## config.mk

```make
export PLATFORM = sky130hd
export DESIGN_NAME = jtag_tap_driver
export DESIGN_NICKNAME = d
export VERILOG_FILES = /design/src/rtl/jtag_tap_driver_pkg.sv /design/src/rtl/jtag_tap_driver_tck_gen.sv /design/src/rtl/jtag_tap_driver.sv
export SDC_FILE = /design/constraint.sdc
export NUM_CORES = 1
export LEC_CHECK = 0
export ABC_AREA = 1
export CAP_MARGIN = 20
export CORE_MARGIN = 4
export CORE_UTILIZATION = 50
export DETAILED_ROUTE_END_ITERATION = 10
export GPL_TIMING_DRIVEN = 0
export PLACE_DENSITY_LB_ADDON = 0.15
export SYNTH_ARGS = -nofsm -noshare
export SYNTH_HDL_FRONTEND = slang
export SYNTH_SLANG_ARGS = --single-unit
```

## constraint.sdc

```tcl
create_clock -name wb_clk_i -period 5.6 [get_ports wb_clk_i]
set_clock_uncertainty 0.15 [all_clocks]
set_input_delay 1.12 -clock wb_clk_i [delete_from_list [all_inputs] [get_ports wb_clk_i]]
set_output_delay 1.12 -clock wb_clk_i [all_outputs]
set_load 0.05 [all_outputs]
```

## src/rtl/jtag_tap_driver_pkg.sv

```systemverilog
// Shared types and TMS sequence constants
// for the host-side JTAG TAP driver.
package jtag_tap_driver_pkg;

  typedef enum logic [1:0] {
    CMD_TAP_RESET = 2'd0,
    CMD_IR_SCAN   = 2'd1,
    CMD_DR_SCAN   = 2'd2,
    CMD_RSVD      = 2'd3
  } cmd_type_e;

  typedef enum logic [2:0] {
    S_IDLE,
    S_RESET_SEQ,
    S_PRE,
    S_SHIFT,
    S_POST,
    S_RESP
  } state_e;

  // Bit i is the TMS value for tick i of the sequence
  localparam int RST_LEN    = 6;
  localparam int IR_PRE_LEN = 4;
  localparam int DR_PRE_LEN = 3;
  localparam int POST_LEN   = 2;

  localparam logic [7:0] RST_TMS    = 8'b0001_1111;
  localparam logic [7:0] IR_PRE_TMS = 8'b0000_0011;
  localparam logic [7:0] DR_PRE_TMS = 8'b0000_0001;
  localparam logic [7:0] POST_TMS   = 8'b0000_0001;

  function automatic logic [7:0] pre_tms(cmd_type_e t);
    return (t == CMD_IR_SCAN) ? IR_PRE_TMS : DR_PRE_TMS;
  endfunction

  function automatic int pre_len(cmd_type_e t);
    return (t == CMD_IR_SCAN) ? IR_PRE_LEN : DR_PRE_LEN;
  endfunction

endpackage

```

## src/rtl/jtag_tap_driver_tck_gen.sv

```systemverilog
// TCK divider: TCK_DIV clocks low, TCK_DIV high,
// with single-cycle strobes on the clocks where TCK toggles.
module jtag_tck_gen #(
  parameter int TCK_DIV = 4
) (
  input  logic clk,
  input  logic rst,
  input  logic en,
  output logic tck,
  output logic fall_stb,
  output logic rise_stb
);

  localparam int CW = (TCK_DIV > 1) ? $clog2(TCK_DIV) : 1;

  logic [CW-1:0] cnt;
  logic          wrap;

  assign wrap     = en && (cnt == CW'(TCK_DIV - 1));
  assign rise_stb = wrap && !tck;
  assign fall_stb = wrap && tck;

  always_ff @(posedge clk or posedge rst) begin
    if (rst) begin
      cnt <= '0;
      tck <= 1'b0;
    end else if (!en) begin
      cnt <= '0;
      tck <= 1'b0;
    end else if (wrap) begin
      cnt <= '0;
      tck <= !tck;
    end else begin
      cnt <= cnt + CW'(1);
    end
  end

endmodule

```

## src/rtl/jtag_tap_driver.sv

```systemverilog
// Command-channel JTAG initiator: TAP reset,
// IR and DR scans with TDO capture.
module jtag_tap_driver
  import jtag_tap_driver_pkg::*;
#(
  parameter int TCK_DIV = 4,
  parameter int MAX_LEN = 64
) (
  input  logic                         wb_clk_i,
  input  logic                         wb_rst_i,
  input  logic                         cmd_valid_i,
  output logic                         cmd_ready_o,
  input  logic [1:0]                   cmd_type_i,
  input  logic [$clog2(MAX_LEN+1)-1:0] cmd_len_i,
  input  logic [MAX_LEN-1:0]           cmd_data_i,
  output logic                         rsp_valid_o,
  input  logic                         rsp_ready_i,
  output logic [MAX_LEN-1:0]           rsp_data_o,
  output logic                         rsp_err_o,
  output logic                         tck_o,
  output logic                         tms_o,
  output logic                         tdi_o,
  input  logic                         tdo_i,
  output logic                         busy_o
);

  localparam int LW = $clog2(MAX_LEN + 1);

  state_e             state;
  cmd_type_e          ctype;
  logic [LW-1:0]      clen;
  logic [LW-1:0]      idx;
  logic [MAX_LEN-1:0] sdata;
  logic [7:0]         tseq;
  logic               synced;
  logic               fall_stb;
  logic               rise_stb;
  logic               bad;
  logic [7:0]         pre_now;
  logic [7:0]         pre_lat;

  assign busy_o = (state == S_RESET_SEQ) || (state == S_PRE) ||
                  (state == S_SHIFT) || (state == S_POST);

  assign bad = (cmd_type_i == CMD_RSVD) || (cmd_len_i == '0) ||
               (cmd_len_i > LW'(MAX_LEN));

  assign pre_now = pre_tms(cmd_type_e'(cmd_type_i));
  assign pre_lat = pre_tms(ctype);

  jtag_tck_gen #(
    .TCK_DIV (TCK_DIV)
  ) u_tck (
    .clk      (wb_clk_i),
    .rst      (wb_rst_i),
    .en       (busy_o),
    .tck      (tck_o),
    .fall_stb (fall_stb),
    .rise_stb (rise_stb)
  );

  always_ff @(posedge wb_clk_i or posedge wb_rst_i) begin
    if (wb_rst_i) begin
      state       <= S_IDLE;
      ctype       <= CMD_TAP_RESET;
      clen        <= '0;
      idx         <= '0;
      sdata       <= '0;
      tseq        <= '0;
      synced      <= 1'b0;
      tms_o       <= 1'b1;
      tdi_o       <= 1'b0;
      cmd_ready_o <= 1'b0;
      rsp_valid_o <= 1'b0;
      rsp_data_o  <= '0;
      rsp_err_o   <= 1'b0;
    end else begin
      unique case (state)
        S_IDLE: begin
          cmd_ready_o <= 1'b1;
          if (cmd_valid_i && cmd_ready_o) begin
            cmd_ready_o <= 1'b0;
            ctype       <= cmd_type_e'(cmd_type_i);
            clen        <= cmd_len_i;
            sdata       <= cmd_data_i;
            idx         <= '0;
            tdi_o       <= 1'b0;
            rsp_data_o  <= '0;
            rsp_err_o   <= 1'b0;
            if (bad) begin
              state       <= S_RESP;
              rsp_valid_o <= 1'b1;
              rsp_err_o   <= 1'b1;
            end else if (cmd_type_i == CMD_TAP_RESET || !synced) begin
              state <= S_RESET_SEQ;
              tms_o <= RST_TMS[0];
              tseq  <= RST_TMS >> 1;
            end else begin
              state <= S_PRE;
              tms_o <= pre_now[0];
              tseq  <= pre_now >> 1;
            end
          end
        end
        S_RESET_SEQ: if (fall_stb) begin
          tms_o <= tseq[0];
          tseq  <= tseq >> 1;
          idx   <= idx + LW'(1);
          if (idx == LW'(RST_LEN - 1)) begin
            synced <= 1'b1;
            idx    <= '0;
            if (ctype == CMD_TAP_RESET) begin
              state       <= S_RESP;
              rsp_valid_o <= 1'b1;
              tms_o       <= 1'b0;
            end else begin
              state <= S_PRE;
              tms_o <= pre_lat[0];
              tseq  <= pre_lat >> 1;
            end
          end
        end
        S_PRE: if (fall_stb) begin
          tms_o <= tseq[0];
          tseq  <= tseq >> 1;
          idx   <= idx + LW'(1);
          if (idx == LW'(pre_len(ctype) - 1)) begin
            state <= S_SHIFT;
            idx   <= '0;
            tdi_o <= sdata[0];
            sdata <= sdata >> 1;
            tms_o <= (clen == LW'(1));
          end
        end
        S_SHIFT: begin
          // Captured bits enter at the top and are aligned on exit
          if (rise_stb)
            rsp_data_o <= {tdo_i, rsp_data_o[MAX_LEN-1:1]};
          if (fall_stb) begin
            if (idx == clen - LW'(1)) begin
              state      <= S_POST;
              idx        <= '0;
              tdi_o      <= 1'b0;
              tms_o      <= POST_TMS[0];
              tseq       <= POST_TMS >> 1;
              rsp_data_o <= rsp_data_o >> (MAX_LEN - int'(clen));
            end else begin
              idx   <= idx + LW'(1);
              tdi_o <= sdata[0];
              sdata <= sdata >> 1;
              tms_o <= (idx == clen - LW'(2));
            end
          end
        end
        S_POST: if (fall_stb) begin
          tms_o <= tseq[0];
          tseq  <= tseq >> 1;
          idx   <= idx + LW'(1);
          if (idx == LW'(POST_LEN - 1)) begin
            state       <= S_RESP;
            idx         <= '0;
            rsp_valid_o <= 1'b1;
          end
        end
        S_RESP: if (rsp_ready_i) begin
          state       <= S_IDLE;
          rsp_valid_o <= 1'b0;
          cmd_ready_o <= 1'b1;
        end
        default: state <= S_IDLE;
      endcase
    end
  end

endmodule

```

=== After elaboration in Yosys (flattened, before gate mapping) ===
Index checks and enable logic that the tools add are counted.

* $add $sub $neg: 6
* $lt $le $gt $ge: 1
* Equality and inequality tests: 31
* Shifts and indexed selects: 1
* Multiplexer cells: 83
* Reduce and logical (&&, ||, !) cells: 34

{| class="wikitable"
|+ Operators by type and width
! cell !! number
|-
| $mux 64 || 9
|-
| $pmux 64 s3 || 1
|-
| $pmux 64 s2 || 1
|-
| $mux 7 || 11
|-
| $shr 64x32->64 || 1
|-
| $mux 8 || 6
|-
| $mux 3 || 13
|-
| $pmux 7 s5 || 1
|-
| $pmux 8 s4 || 1
|-
| $mux 1 || 29
|-
| $eq 7x7->1 || 3
|-
| $ne 2x2->1 const B || 10
|-
| $pmux 3 s6 || 1
|-
| $eq 7x1->1 const B || 2
|-
| $reduce_and 7->1 || 2
|-
| $ne 2x1->1 const B || 6
|-
| $reduce_and 6->1 || 2
|-
| $mux 2 || 5
|-
| $reduce_and 10->1 || 1
|-
| $reduce_and 9->1 || 1
|-
| $reduce_bool 4->1 || 2
|-
| $sub 7x7->8 const A || 1
|-
| $add 7x1->7 const B || 1
|-
| $eq 7x3->1 const B || 1
|-
| other kinds (28) || 45
|}

* Bits in registers: 164
* Bits of input ports: 78
* Output and inout bits: 71
* Word-level logic and storage cells: 171

=== Logic depth before layout (Yosys ltp) ===
Gate-level depths: netlist (run 1).

* Depth after elaboration: 10
* Gate-level depth with buffers: 22
* Gate-level depth less buffers: 20

=== Hierarchy ===
From an unflattened synthesis (run 1), not the netlist that was laid out.

* Cell total of the unflattened synthesis: 2080
* Area, all modules: 12848.6 µm²

{| class="wikitable"
|+ Modules (own cells, without submodules)
! module !! times used !! cells an instance !! area each (µm²) !! sequential area each (µm²)
|-
| jtag_tap_driver || 1 || 2063 || 12709.7 || 3930.0
|-
| jtag_tck_gen || 1 || 17 || 138.9 || 75.1
|}

=== Worst setup path after synthesis (run 1) ===
Ideal clock, no wire load.

* Path kind: register -> register
* Start: register clen[0]
* End: register sdata[26]
* Library setup time: 130 ps
* Arrival: 2514 ps
* Data required time: 5320 ps
* Setup slack: 2805 ps
* Cell stages (with the launch flop): 19
* Path buffers: 3
* Clock period less this slack: 2795 ps
* Cell sequence: dfrtp_1 inv_2 buf_1 ha_1 inv_2 nand2_1 nand2_1 inv_2 nand2_1 a21oi_2 nand3_1 nor3_2 nand2_1 nand2_2 inv_2 buf_6 buf_6 o211ai_1 o21ai_1

* Longest elaborated chain between the ends: 4

{| class="wikitable"
|+ RTL lines
! what !! line !! text
|-
| start: declaration || jtag_tap_driver.sv:31 || <nowiki>logic [LW-1:0] clen;</nowiki>
|-
| start signal: assignment || jtag_tap_driver.sv:84 || <nowiki>clen <= cmd_len_i;</nowiki>
|-
| $sub 7x1->7 || jtag_tap_driver.sv:140 || <nowiki>if (idx == clen - LW'(1)) begin</nowiki>
|-
| $eq 7x7->1 || jtag_tap_driver.sv:140 ||
|-
| $ne 2x2->1 (no line) || -- ||
|-
| $reduce_and 6->1 (no line) || -- ||
|-
| end signal: assignment || jtag_tap_driver.sv:85 || <nowiki>sdata <= cmd_data_i;</nowiki>
|-
| end signal: assignment || jtag_tap_driver.sv:131 || <nowiki>sdata <= sdata >> 1;</nowiki>
|-
| end signal: assignment || jtag_tap_driver.sv:150 || <nowiki>sdata <= sdata >> 1;</nowiki>
|-
| end: declaration || jtag_tap_driver.sv:33 || <nowiki>logic [MAX_LEN-1:0] sdata;</nowiki>
|}

Every way passes these cells.
A chain may end at the register's enable or synchronous reset.

=== Worst setup path after layout (run 1) ===
* Start: register clen[0]
* End: register rsp_data_o[28]

* Longest elaborated chain between the ends: 5
* Elaborated cells between the ends (all ways): 7
* Those cells by class: 2 x add/sub; 1 x eq/ne; 1 x shift; 3 x mux

{| class="wikitable"
|+ RTL lines
! what !! line !! text
|-
| $sub 7x7->8 / $sub 7x1->7 (equally long branches) || jtag_tap_driver.sv:146, jtag_tap_driver.sv:140 ||
|-
| $shr 64x32->64 / $eq 7x7->1 (equally long branches) || jtag_tap_driver.sv:146, jtag_tap_driver.sv:140 ||
|-
| $mux 64 (*) || jtag_tap_driver.sv:140 ||
|-
| $mux 64 (*) || jtag_tap_driver.sv:139 || <nowiki>if (fall_stb) begin</nowiki>
|-
| $pmux 64 s2 (*) || jtag_tap_driver.sv:78 || <nowiki>unique case (state)</nowiki>
|-
| end signal: assignment || jtag_tap_driver.sv:138 || <nowiki>rsp_data_o <= {tdo_i, rsp_data_o[MAX_LEN-1:1]};</nowiki>
|-
| end signal: assignment || jtag_tap_driver.sv:146 || <nowiki>rsp_data_o <= rsp_data_o >> (MAX_LEN - int'(clen));</nowiki>
|-
| end: declaration || jtag_tap_driver.sv:18 || <nowiki>output logic [MAX_LEN-1:0] rsp_data_o,</nowiki>
|}

Every way passes the cells marked *; elsewhere a longest branch is shown, timed or not.

==> flow_metrics.py, run 1 <==
metrics = {
    "layout": {
        "layout-drive-gt1-share": 0.0437,
        "n_antenna_cell": 0,
        "area_growth_pct": 19.1,
        "finalNetCount": 2360,
        "final_cell_area_um2": 15600,
    },
    "critical_path": {
        "crit_buf_inv": 4,
        "crit_chain": "inv_2 > buf_1 > ha_1 > nand2_1 > nand2_1 > buf_1 > buf_1 > nand3_1 > nor2_1 > nand2_1 > a21oi_1 > nand3_1 > nand2_1 > nand2_1 > o21ai_0",
        "reg2reg_depth": 15,
        "crit_top_cell": "nand2_1",
        "required_ns": 5.80,
        "arrival_ns": 4.82,
        "crit_family": "buffers and inverters",
        "worstSetupPathType": "flip-flop to flip-flop",
        "r2r_start": "clen[0]$_DFFE_PP0P_",
        "reg2reg_slack_ns": 0.97,
        "worstPathMaxFanout": 10,
        "r2r_end": "rsp_data_o[28]$_DFFE_PP0P_",
        "startpoint_type": "flip-flop",
        "critPathSlowestCell": "buf_1",
        "endpoint_kind": "flip-flop",
        "cpPeakStageDelay_ns": 0.60,
    },
    "placed_design": {
        "port_buffers": 148,
        "place.gp.congestion": 1.07,
        "post-dp-hpwl_um": 46200,
        "placed_area_um2": 15100,
    },
    "timing": {
        "post-route-min-period_ns": 4.63,
        "setup_viol": 0,
        "drv_slew": 0,
        "fmax_mhz": 216,
        "hold_viol_final": 0,
        "rsz0062_at_grt": "false",
        "hold_ws_ns": 0.290,
        "tightest_slew_ns": 0.998,
        "period_share": 0.826,
        "slew_headroom": 0.335,
    },
    "global_routing": {
        "grt_pass1_vias": 15400,
        "antenna_found_initial": 1,
        "grt_max_degree": 96,
        "grt_usage": 0.407,
        "overflow": 0,
        "grt_pass1_wl_um": 90300,
    },
    "routing": {
        "drt-pass1-iter-count": 9,
        "final_antenna_net_count": 0,
        "routed_wl_um": 59900,
        "drt_iter0_drc": 2468,
        "drc": 0,
        "route.vias.total": 16420,
        "vias_per_cell": 6.26,
        "wl_per_cell_um": 22.8,
    },
    "clock_tree": {
        "post_cts_resize_count": 0,
        "cts_tree": "done",
        "clock_path_buffers": 2,
        "cts_setup_buffers": 0,
        "cts_sinks": 160,
        "clk_latency_ns": 0.44,
        "htreeDepth": 4,
        "numCtsBuffers": 17,
        "postCtsHoldBufs": 0,
        "clkSlewWorstSetupHoldPaths_ns": 0.08,
        "root_buffer": "clkbuf_16",
    },
    "logic_synthesis": {
        "syn_avg_cell_area_um2": 6.23,
        "synth_ff_type": "dfrtp_1",
        "syn_area_um2": 13100,
        "ys_seq_area_frac": 0.305,
        "synth.distinct_cells": 47,
        "ys_warn_count": 0,
        "synth_async_sr_flop_share": 1.00,
        "synthesis.nets": 2192,
        "synth_edf_count": 0,
        "synth_seq_cells": 160,
        "syn_inst": 2107,
    },
    "floorplanning": {
        "coreArea_um2": 25900,
        "die_h_um": 170,
        "die_area_um2": 28900,
        "start_util": 0.507,
        "die_x_um": 170,
        "num_rows": 59,
        "io_pins": 149,
    },
    "worst_hold_path": {
        "min_from": "u_tck.cnt[0]$_DFF_PP0_",
        "hold_end": "u_tck.cnt[0]$_DFF_PP0_",
        "hp-class": "flip-flop to flip-flop",
        "hold_depth": 1,
    },
    "status": {
        "status": "finished clean",
    },
    "job": {
        "drv_cap": 0,
    },
}
kinds of logic after synthesis:
kind of cell    synth area share
simple gates               0.436
buf+inv                   0.0963
compound gates             0.137
flops                      0.305
xor+xnor                  0.0187
fa+ha+maj                0.00667
final cells by class:
cell class / instances / area (um2)
clock inverters: 14 / 148
repair buffers: 149 / 1510
plain buffers: 143 / 617
fillers: 2399 / 10300
flip-flops and latches: 160 / 4010
clock buffers: 18 / 429
inverters: 171 / 652
multi-input cells: 1633 / 7860
well taps: 335 / 419
worst max path at each step:
stage	start	endpoint	cells past startpoint
finish	clen[0]$_DFFE_PP0P_	rsp_data_o[28]$_DFFE_PP0P_	15
global route	clen[0]$_DFFE_PP0P_	rsp_data_o[28]$_DFFE_PP0P_	15
CTS	clen[0]$_DFFE_PP0P_	rsp_data_o[28]$_DFFE_PP0P_	15
detailed placement	clen[0]$_DFFE_PP0P_	rsp_data_o[28]$_DFFE_PP0P_	15
global placement	wb_rst_i	rsp_data_o[29]$_DFFE_PP0P_	2
floorplan	wb_rst_i	clen[0]$_DFFE_PP0P_	1
state kept, by name, summed over array words and instances (netlist names):
name,flops
tms_o,1
rsp_data_o,64
rsp_valid_o,1
sdata,64
u_tck.tck,1
tdi_o,1
tseq,4
ctype,2
idx,7
clen,7
u_tck.cnt,2
synced,1
state,3
cmd_ready_o,1
rsp_err_o,1
Yosys cell counts (2+ instances only):
master | instances | area [um2]
inv_4 | 2 | 12.5
inv_1 | 157 | 589
ha_1 | 7 | 87.6
nor4_1 | 3 | 18.8
buf_4 | 6 | 45.0
buf_6 | 5 | 56.3
a31oi_1 | 22 | 138
nor2_1 | 107 | 402
nor2_2 | 3 | 18.8
nand4_1 | 8 | 50.1
xor2_1 | 16 | 140
and2_0 | 2 | 12.5
buf_2 | 16 | 80.1
o22ai_1 | 10 | 62.6
nand4_4 | 2 | 42.5
nand2_2 | 6 | 37.5
nor3_2 | 3 | 30.0
a21oi_1 | 15 | 75.1
nand2_1 | 675 | 2530
clkbuf_1 | 87 | 327
inv_2 | 11 | 41.3
nor3_1 | 8 | 40.0
nor2_4 | 3 | 33.8
nand3_1 | 485 | 2430
buf_1 | 29 | 109
o21ai_0 | 76 | 380
dfrtp_1 | 159 | 3980
xnor2_1 | 7 | 61.3
a21boi_1 | 13 | 97.6
o21ai_1 | 36 | 180
and2_1 | 3 | 18.8
nand3_2 | 3 | 30.0
o211ai_1 | 108 | 811
per-layer routing:
| metal | track usage | wire length [um] |
|---|---|---|
| met1 | 0.523 | 22800 |
| met2 | 0.653 | 26700 |
| met3 | 0.0662 | 6270 |
| met4 | 0.231 | 4120 |
| met5 | 0 | 7 |
cell usage in the layout (no fill, tap or decap), types with 4 or more instances in the layout:
cell type / synthesis / routed
clkinvlp_4: 0 / 4
o21ai_0: 76 / 76
buf_4: 6 / 6
ha_1: 7 / 7
nor3_1: 8 / 8
xor2_1: 16 / 16
o22ai_1: 10 / 10
clkdlybuf4s50_1: 0 / 148
o211ai_1: 108 / 108
nand2_1: 675 / 675
nand2_2: 6 / 6
a21oi_1: 15 / 15
o21ai_1: 36 / 36
buf_2: 16 / 16
inv_2: 11 / 11
xnor2_1: 7 / 7
clkbuf_16: 0 / 17
buf_1: 29 / 29
a21boi_1: 13 / 13
nor2_1: 107 / 107
buf_6: 5 / 5
nand3_1: 485 / 485
dfrtp_1: 159 / 159
a31oi_1: 22 / 22
nand4_1: 8 / 8
inv_1: 157 / 156
clkbuf_1: 87 / 88
inv_6: 0 / 4
through the flow:
stage                     setup TNS [ns]  setup slack, ns   util  cells
after floorplan                        0           0.0117      -   2107
after global placement           -317.78            -2.03  0.580   2590
after detailed placement               0             1.27  0.581   2591
after CTS                              0             1.23  0.604   2623
after global routing                   0            0.885  0.604   2623
final                                  0            0.974  0.604   2623
Power of run 1 is left out: the tool's default activity adds up to more than one toggle a clock period on the data nets, which glitch-free logic cannot reach.
==> run 2: changes to the inputs <==
Clock period 5.6 ns to 4.7 ns, I/O delays scaled along.
==> run 2 against run 1 <==
  * Cell count is 0.11% higher
  * Sequential share of layout area is 0.17 points lower
  * Count of clock-buffer cells in the layout is 1 lower
  * Utilization is 0.41 points higher
  * Final area is 0.67% higher
  * Largest cell class unchanged
==> flow_metrics.py, run 2 (synthesis results as in run 1) <==
metrics = {
    "floorplanning": {
        "num_rows": 59,
        "start_util": 0.507,
        "die_area_um2": 28900,
        "die_x_um": 170,
        "coreArea_um2": 25900,
        "io_pins": 149,
        "die_h_um": 170,
    },
    "clock_tree": {
        "cts_tree": "done",
        "clkSlewWorstSetupHoldPaths_ns": 0.09,
        "cts_sinks": 160,
        "clk_latency_ns": 0.45,
        "root_buffer": "clkbuf_16",
        "htreeDepth": 4,
        "postCtsHoldBufs": 0,
        "numCtsBuffers": 17,
        "clock_path_buffers": 2,
    },
    "placed_design": {
        "placed_area_um2": 15100,
        "place.gp.congestion": 1.05,
        "post-dp-hpwl_um": 46200,
        "port_buffers": 148,
    },
    "timing": {
        "fmax_mhz": 217,
        "setup_tns_ns": 0,
        "hold_ws_ns": 0.294,
        "post-route-min-period_ns": 4.61,
        "tightest_slew_ns": 1.09,
        "slew_headroom": 0.276,
        "setup_viol": 0,
        "hold_viol_final": 0,
        "rsz0062_at_grt": "false",
        "period_share": 0.982,
        "drv_slew": 0,
    },
    "job": {
        "drv_cap": 0,
    },
    "critical_path": {
        "startpoint_type": "flip-flop",
        "r2r_start": "clen[0]$_DFFE_PP0P_",
        "crit_family": "buffers and inverters",
        "worstSetupPathType": "flip-flop to flip-flop",
        "required_ns": 4.91,
        "arrival_ns": 4.82,
        "worstPathMaxFanout": 10,
        "cpPeakStageDelay_ns": 0.57,
        "crit_top_cell": "nand2_1",
        "critPathSlowestCell": "buf_1",
        "crit_path_start": "clen[0]$_DFFE_PP0P_",
        "crit_buf_inv": 4,
        "endpoint_kind": "flip-flop",
        "crit_chain": "inv_2 > buf_1 > ha_1 > nand2_1 > nand2_1 > buf_1 > buf_1 > nand3_1 > nor2_1 > nand2_1 > a21oi_1 > nand3_1 > nand2_1 > nand2_1 > o21ai_0",
    },
    "global_routing": {
        "grt_usage": 0.406,
        "grt_max_degree": 43,
        "grt_pass1_vias": 15405,
        "grt_pass1_wl_um": 90600,
        "antenna_found_initial": 0,
        "overflow": 0,
    },
    "layout": {
        "fill_cells": 2426,
        "finalNetCount": 2363,
        "layout-drive-gt1-share": 0.0458,
        "final_cell_mix": "nand2_1 (675), nand3_1 (485), dfrtp_1 (159)",
        "final_common_cell": "nand2_1",
        "seqCellArea_um2": 4010,
        "multi_input_area_um2": 7860,
        "n_antenna_cell": 0,
        "area_growth_pct": 19.9,
        "final_cell_area_um2": 15700,
        "top_regs": "rsp_data_o: 64 flops, sdata: 64 flops",
    },
    "routing": {
        "vias_per_cell": 6.21,
        "drt_iter0_drc": 2220,
        "wl_per_cell_um": 22.6,
        "routed_wl_um": 59500,
        "final_antenna_net_count": 0,
        "drt-pass1-iter-count": 6,
        "drc": 0,
        "route.vias.total": 16312,
    },
    "worst_hold_path": {
        "min_from": "u_tck.cnt[0]$_DFF_PP0_",
        "hp-class": "flip-flop to flip-flop",
    },
    "status": {
        "status": "finished clean",
    },
}
[run 2: cell count changes in the layout (fill, tap and decap cells not counted), sizes merged]
cell / change
buf: +3
clkbuf: -1
clkinv: +4
clkinvlp: -3
[run 2: worst paths after layout]
| check | end | slack [ns] | depth (start not counted) |
|---|---|---|---|
| min in group asynchronous | ctype[0]$_DFFE_PP0P_ | 0.71 | 2 |
| worst min-delay path | u_tck.cnt[0]$_DFF_PP0_ | 0.29 | 1 |
| max in group asynchronous | rsp_data_o[26]$_DFFE_PP0P_ | 2.58 | 5 |
| worst max register to register | rsp_data_o[29]$_DFFE_PP0P_ | 0.09 | 15 |
| worst max-delay path | rsp_data_o[29]$_DFFE_PP0P_ | 0.09 | 15 |
| worst min register to register | u_tck.cnt[0]$_DFF_PP0_ | 0.29 | 1 |
[run 2: repair_timing]
item | in CTS | in global routing
resized for setup | 0 | 2
endpoints found under the setup margin | 0 | 1
buffers inserted | 0 | 0
[run 2: through the flow]
step | cells | worst slack (ns) | util
3_5_place_dp | 2594 | 0.287 | 0.583
4_1_cts | 2626 | 0.277 | 0.608
3_3_place_gp | 2590 | 0.266 | 0.580
5_1_grt | 2626 | 0.0510 | 0.608
6_report | 2626 | 0.0860 | 0.608
2_1_floorplan | 2107 | 1.58 | -
[run 2: final cells by class]
cell class                      count  share of cell area
Timing Repair Buffer              152              0.0992
Inverter                          171              0.0413
Multi-Input combinational cell   1633               0.499
Tap cell                          335              0.0266
Clock inverter                     15              0.0130
Sequential cell                   160               0.254
Clock buffer                       17              0.0270
Buffer                            143              0.0393
[run 2: routing by layer]
metal	up-vias	GRT usage	routed length [um]
met5	-	0	0
met4	0	0.239	4240
met3	214	0.0746	5570
met2	1079	0.634	26200
met1	7639	0.527	23500
li1	7380	-	-
Power of run 2 is left out for the same reason.
==> run 3: changes to the inputs <==
Settings changed: CAP_MARGIN 20 to not set.
==> run 3 against run 2 <==
  * First-iteration DRC count is 6.9% higher
  * Wire length stayed put
  * Cell count stayed put
  * Via count is 0.28% higher
  * Count of clock-buffer cells in the layout stayed put
  * Worst hold slack better by 0.0016 ns
  * Final area stayed put
  * Worst setup slack better by 0.0014 ns
  * Die area stayed put
  * Utilization stayed put
  * Critical endpoint unchanged
==> flow_metrics.py, run 3 (synthesis results as in run 1) <==
metrics = {
    "clock_tree": {
        "cts_setup_buffers": 0,
        "htreeDepth": 4,
        "cts_sinks": 160,
        "cts_tree": "done",
        "clock_path_buffers": 2,
        "clk_latency_ns": 0.44,
        "root_buffer": "clkbuf_16",
        "clkSlewWorstSetupHoldPaths_ns": 0.08,
        "numCtsBuffers": 17,
    },
    "layout": {
        "final_common_cell": "nand2_1",
        "layout-drive-gt1-share": 0.0458,
        "n_antenna_cell": 0,
        "finalNetCount": 2363,
        "final_cell_mix": "nand2_1 (675), nand3_1 (485), dfrtp_1 (159)",
        "top_regs": "rsp_data_o: 64 flops, sdata: 64 flops",
        "area_growth_pct": 19.9,
    },
    "timing": {
        "hold_viol_final": 0,
        "setup_viol": 0,
        "post-route-min-period_ns": 4.61,
        "slew_headroom": 0.317,
        "rsz0062_at_grt": "false",
        "fmax_mhz": 217,
        "period_share": 0.981,
        "setup_tns_ns": 0,
        "tightest_slew_ns": 1.02,
        "drv_slew": 0,
    },
    "critical_path": {
        "worstSetupPathType": "flip-flop to flip-flop",
        "reg2reg_depth": 15,
        "startpoint_type": "flip-flop",
        "arrival_ns": 4.82,
        "required_ns": 4.90,
        "worstPathMaxFanout": 10,
        "reg2reg_slack_ns": 0.09,
        "endpoint_kind": "flip-flop",
    },
    "worst_hold_path": {
        "hp-class": "flip-flop to flip-flop",
        "hold_depth": 1,
    },
    "global_routing": {
        "grt_usage": 0.406,
        "grt_max_degree": 43,
        "grt_pass1_vias": 15376,
        "antenna_found_initial": 1,
        "overflow": 0,
        "grt_pass1_wl_um": 90700,
    },
    "routing": {
        "routed_wl_um": 59500,
        "wl_per_cell_um": 22.6,
        "vias_per_cell": 6.23,
        "drc": 0,
        "route.vias.total": 16357,
        "final_antenna_net_count": 0,
        "drt_iter0_drc": 2373,
        "drt-pass1-iter-count": 8,
    },
    "floorplanning": {
        "die_h_um": 170,
        "coreArea_um2": 25900,
        "num_rows": 59,
        "die_x_um": 170,
        "io_pins": 149,
        "start_util": 0.507,
        "die_area_um2": 28900,
    },
    "placed_design": {
        "post-dp-hpwl_um": 46200,
        "place.gp.congestion": 1.05,
        "port_buffers": 148,
    },
    "job": {
        "drv_cap": 0,
    },
    "status": {
        "status": "finished clean",
    },
}
run 3: path summary, 6_finish.rpt:
path,to,from
worst min register to register,u_tck.cnt[0]$_DFF_PP0_,u_tck.cnt[0]$_DFF_PP0_
worst max register to register,rsp_data_o[29]$_DFFE_PP0P_,clen[0]$_DFFE_PP0P_
worst max-delay path,rsp_data_o[29]$_DFFE_PP0P_,clen[0]$_DFFE_PP0P_
max in group asynchronous,rsp_data_o[26]$_DFFE_PP0P_,wb_rst_i
worst min-delay path,u_tck.cnt[0]$_DFF_PP0_,u_tck.cnt[0]$_DFF_PP0_
min in group asynchronous,ctype[0]$_DFFE_PP0P_,wb_rst_i
run 3: final cells by class:
type | count | area [um2]
fill | 2377 | 10200
clock buffer | 17 | 425
tap | 335 | 419
clock inverter | 15 | 204
buffer | 143 | 618
inverter | 171 | 651
timing repair buffer | 152 | 1560
sequential | 160 | 4010
multi-input combinational | 1633 | 7860
run 3: critical path: stages, from the launching register on:
cell and delay, ns:
dfrtp_1 0.48, inv_2 0.26, buf_1 0.55, ha_1 0.36, nand2_1 0.10, nand2_1 0.17
buf_1 0.54, buf_1 0.54, nand3_1 0.23, nor2_1 0.32, nand2_1 0.19, a21oi_1 0.25
nand3_1 0.15, nand2_1 0.09, nand2_1 0.04, o21ai_0 0.09
run 3: what timing repair did:
action                     in CTS  in global routing
hold endpoints to repair        0                  0
hold buffers                    0                  0
setup endpoints to repair       0                  2
gates resized for setup         0                  2
run 3: metal layers:
layer / global-route usage / share of wire / vias up / wire (um)
met3: 0.0715 / 0.099 / 220 / 5900
met4: 0.242 / 0.072 / 2 / 4260
met5: 0 / 0.00022 / - / 13
met1: 0.526 / 0.39 / 7678 / 23000
met2: 0.637 / 0.44 / 1065 / 26400
li1: - / - / 7392 / -
run 3: metrics by stage:
stage | cells | hold WS (ns) | instance area, um2 | util | setup WS, ns
3_3_place_gp | 2590 | 0.266 | 15000 | 0.580 | 0.266
6_report | 2626 | 0.296 | 15700 | 0.608 | 0.0874
3_5_place_dp | 2594 | 0.281 | 15100 | 0.583 | 0.281
5_1_grt | 2626 | 0.305 | 15700 | 0.608 | 0.105
4_1_cts | 2626 | 0.291 | 15700 | 0.608 | 0.267
2_1_floorplan | 2107 | 0.257 | 13100 | - | 1.58
Power of run 3 is left out for the same reason.
